`src/rtl/blk_e9fe45_pkg.sv`:
```
// Shared constants for the single-word storage block.
package blk_e9fe45_pkg;

  // Default stored word width in bits.
  localparam int unsigned WIDTH_DEFAULT = 16;

  // Fill bit used when clearing the word on reset (reset word is all zeros).
  localparam logic RESET_BIT = 1'b0;

  // Reset word value at the default width.
  localparam logic [0:WIDTH_DEFAULT-1] RESET_WORD = {WIDTH_DEFAULT{RESET_BIT}};

endpackage

```
`src/rtl/blk_e9fe45.sv`:
```
// Single-word register with valid/dirty flags and an enable-gated read mux.
// Bit 0 of data_in/data_out is the MSB.
module blk_e9fe45
  import blk_e9fe45_pkg::*;
#(
  parameter int unsigned WIDTH = WIDTH_DEFAULT
) (
  input  logic             enable,
  input  logic             write,
  input  logic [0:WIDTH-1] data_in,
  output logic [0:WIDTH-1] data_out,
  input  logic             clk,
  input  logic             reset,
  output logic             valid,
  output logic             dirty
);

  logic [0:WIDTH-1] r_word;
  logic             r_valid;
  logic             r_dirty;
  logic             w_wr;

  // A write only qualifies when the block is selected; enable=0 masks an X/Z strobe.
  assign w_wr = enable && write;

  // Word and flags: async clear dominates, otherwise load on a qualified write.
  always_ff @(posedge clk or posedge reset) begin
    if (reset) begin
      r_word  <= {WIDTH{RESET_BIT}};
      r_valid <= 1'b0;
      r_dirty <= 1'b0;
    end else if (w_wr) begin
      r_word  <= data_in;
      r_valid <= 1'b1;
      r_dirty <= 1'b1;
    end
  end

  // Read mux: stored word while selected, zeros otherwise.
  always_comb begin
    data_out = '0;
    if (enable) begin
      data_out = r_word;
    end
  end

  assign valid = r_valid;
  assign dirty = r_dirty;

endmodule

```
`config.mk`:
```
export PLATFORM = sky130hd
export DESIGN_NAME = blk_e9fe45
export DESIGN_NICKNAME = d
export VERILOG_FILES = /design/src/rtl/blk_e9fe45_pkg.sv /design/src/rtl/blk_e9fe45.sv
export SDC_FILE = /design/constraint.sdc
export NUM_CORES = 1
export LEC_CHECK = 0
export CORE_MARGIN = 2
export CORE_UTILIZATION = 31
export DETAILED_ROUTE_END_ITERATION = 6
export DONT_BUFFER_PORTS = 1
export GPL_ROUTABILITY_DRIVEN = 1
export GPL_TIMING_DRIVEN = 0
export PLACE_DENSITY_LB_ADDON = 0.15
export SLEW_MARGIN = 20
export SYNTH_ARGS = -nofsm -noshare
export SYNTH_HDL_FRONTEND = slang
export SYNTH_SLANG_ARGS = --single-unit
```
`constraint.sdc`:
```
create_clock -name clk -period 2.2 [get_ports clk]
set_clock_uncertainty 0.05 [all_clocks]
set_input_delay 0.55 -clock clk [delete_from_list [all_inputs] [get_ports clk]]
set_output_delay 0.55 -clock clk [all_outputs]
set_load 0.01 [all_outputs]
```
==> impl_metrics.ini, run 1 <==
[worst_setup_path]
endpoint_type_of_the_worst_setup_path = output pin
setup_slack_reg_to_reg_ps = 1400
critical_path.reg2reg.endpoint = r_word[9]$_DFFE_PP0P_
reg2reg_depth = 1
crit_fanout = 10
critical_path_buf_inv_count = 1
worst-endpoint-arrival_ps = 1040
setup.worst_path.start_class = primary input
crit-reg2reg-launch = r_word[9]$_DFFE_PP0P_
path_delay_family = buffers and inverters
critPathMaxStageDelay_ps = 250
cpMaxStageDelayCell = clkbuf_1
critical_path_cell_by_cell = clkbuf_1 > and2_1
critPathKind = in2out
cp-startpoint = enable
required_arrival_time_at_the_worst_endpoint_ps = 1600

[synthesis]
yosys_register_bits = 17
synth_nets = 75
yosysWarnings = 0
synth_cell_type_count = 10
synthesis.area_um2 = 783
synth_cells = 55
synth_seq_area_share_pct = 54.3
avgSynthCellArea_um2 = 14.2

[sta]
tightest_slew_ps = 627
period_needed_ps = 1640
setup_viol_count_final = 0
max_transition_viols_final = 0
clock.fmax_ghz = 0.610
setup_total_negative_slack_ps = 0
hold_violations = 0
final_min_period_over_clock_period_pct = 74.5
final.setup.worst_slack_ps = 560
rsz0062_at_grt = false
worst_slew_margin_rel_pct = 58.2

[floorplan]
placement_rows = 18
die_area_um2 = 2940
initial_utilization_pct = 32.2
die_y_um = 54.3
io-pin-count = 38
x_dimension_of_the_die_um = 54.3
placeableCoreArea_um2 = 2430

[finish]
most_common_library_cell_in_the_layout_ignoring_fill_and_taps = dfrtp_1
top_library_cells_by_usage_in_the_layout_fill_and_taps_aside = dfrtp_1 (17), and2_1 (16), mux2_4 (9)
fillers = 259
number_of_nets_at_the_end_of_the_flow = 80
antenna_cells = 0
drive_above_1_share_pct = 39.0
area.growth.synth_to_final_pct = 8.31

[clock_tree]
cts_sinks = 17
cts-root-buf = clkbuf_4
cts_inserted_buffers = 3
worstSkewPairLatency_ps = 290
cts-htree-levels = 1
post_cts_resized = 0
post_cts.repair.setup_buffers = 0
clockBufferDepth = 2
clkTransAtPathRegs_ps = 100
tritoncts = yes
cts_hold_repair.buffers = 0

[detailed_routing]
vias = 388
avg_wl_per_cell_um = 14.5
firstDrtPassIters = 2
drt-vias-per-instance = 4.36
route.detailed.drc = 0
postRouteAntennaNets = 0
routed_wirelength_um = 1290
drt-initial-drc-count = 1

[place]
routability_driven_placement_congestion_ratio = 0.534
port_buffers = 0
hpwlAfterDp_um = 961
preCtsSetupSlack_ps = 496

[worst_hold_path]
hold_class = in2async

[pwr]
total_leakage_power_nw = 0.391
finalPower_w = 0.000654
power-per-cell-area_nw_per_um2 = 771
max-vdd-ir-drop_mv = 0.371

[global_routing]
first_global_vias = 382
grt_max_degree = 18
grt_usage_pct = 10.1
overflow = 0
grt_pass1_wl_um = 1950
initial_antenna_violation_count = 0

[flow_run]
drv_cap = 0

[status]
status = completed
-- Yosys cell counts --
cell type	number	area share (%)
dfrtp_1	17	54
and2_1	16	13
mux2_4	9	17
mux2_2	7	10
buf_4	1	0.96
buf_6	1	1.4
clkbuf_1	1	0.48
inv_1	1	0.48
nand2_4	1	1.4
nand2b_1	1	0.80
-- state kept, by name, summed over array words and instances (netlist names) --
signal  flops
r_word     16
valid       1
-- power by group --
part / switching [W] / total [W] / internal, W / leakage (nW)
logic: 0.0000496 / 0.000117 / 0.0000674 / 0.177
registers: 0.0000191 / 0.000375 / 0.000355 / 0.197
clock network: 0.0000955 / 0.000163 / 0.0000675 / 0.0177
-- worst max path at each step --
| stage | slack [ps] | cells past startpoint | endpoint |
|---|---|---|---|
| finish | 560 | 2 | data_out[2] |
| global route | 430 | 2 | data_out[14] |
| CTS | 500 | 2 | data_out[2] |
| detailed placement | 500 | 2 | data_out[2] |
| global placement | 500 | 2 | data_out[2] |
| floorplan | 690 | 2 | data_out[0] |
-- through the flow --
step                instances  hold slack [ps]  utilization (%)  cell area [um^2]
floorplan                  55              421                -               783
global placement           85              429             33.7               821
detailed placement         85              436             33.7               821
CTS                        89              194             34.9               848
global route               89              208             34.9               848
finish                     89              167             34.9               848
-- area by class of cell --
class                      count  area [um^2]  area share, %
clock inverter                 1         5.00          0.590
sequential                    17          425           50.1
inverter                       1         3.75          0.442
tap                           30         37.5           4.42
buffer                         3         22.5           2.65
multi-input combinational     34          332           39.1
clock buffer                   3         22.5           2.65
-- cells by family (layout without fill, tap and decap cells) --
family,after synthesis,in the layout,share of synthesized area [%]
and+or+nand+nor,18,18,15.0
DFF,17,17,54.3
muxes,16,16,27.3
buffers and inverters,4,8,3.35
-- per-layer routing --
metal | share of wire, % | global-route usage [%] | up-vias
met4 | 1.1 | 3.75 | 0
met1 | 45 | 14.5 | 181
li1 | - | - | 185
met2 | 45 | 12.9 | 20
met5 | 0 | 0 | -
met3 | 8.0 | 4.92 | 2
Power figures use the tool's default switching activity.
==> run 2: changes to the inputs <==
clock period = 1.5 ns   (was 2.2 ns; I/O delays follow)
==> results of run 2 <==
Same layout as run 1 (identical final DEF). Status: finished with violations: negative hold slack.
Main changes from that run: setup slack after placement 496 ps -> 146 ps; setup slack after layout 560 ps -> 192 ps; hold slack 167 ps -> -7.83 ps; number of hold violations in the final report 0 -> 14; start point of the critical path enable -> valid$_DFFE_PP0P_; end point of the critical path data_out[2] -> valid; register-to-register setup slack 1400 ps -> 700 ps; total power 0.000654 W -> 0.000960 W; worst IR drop on VDD 0.371 mV -> 0.543 mV
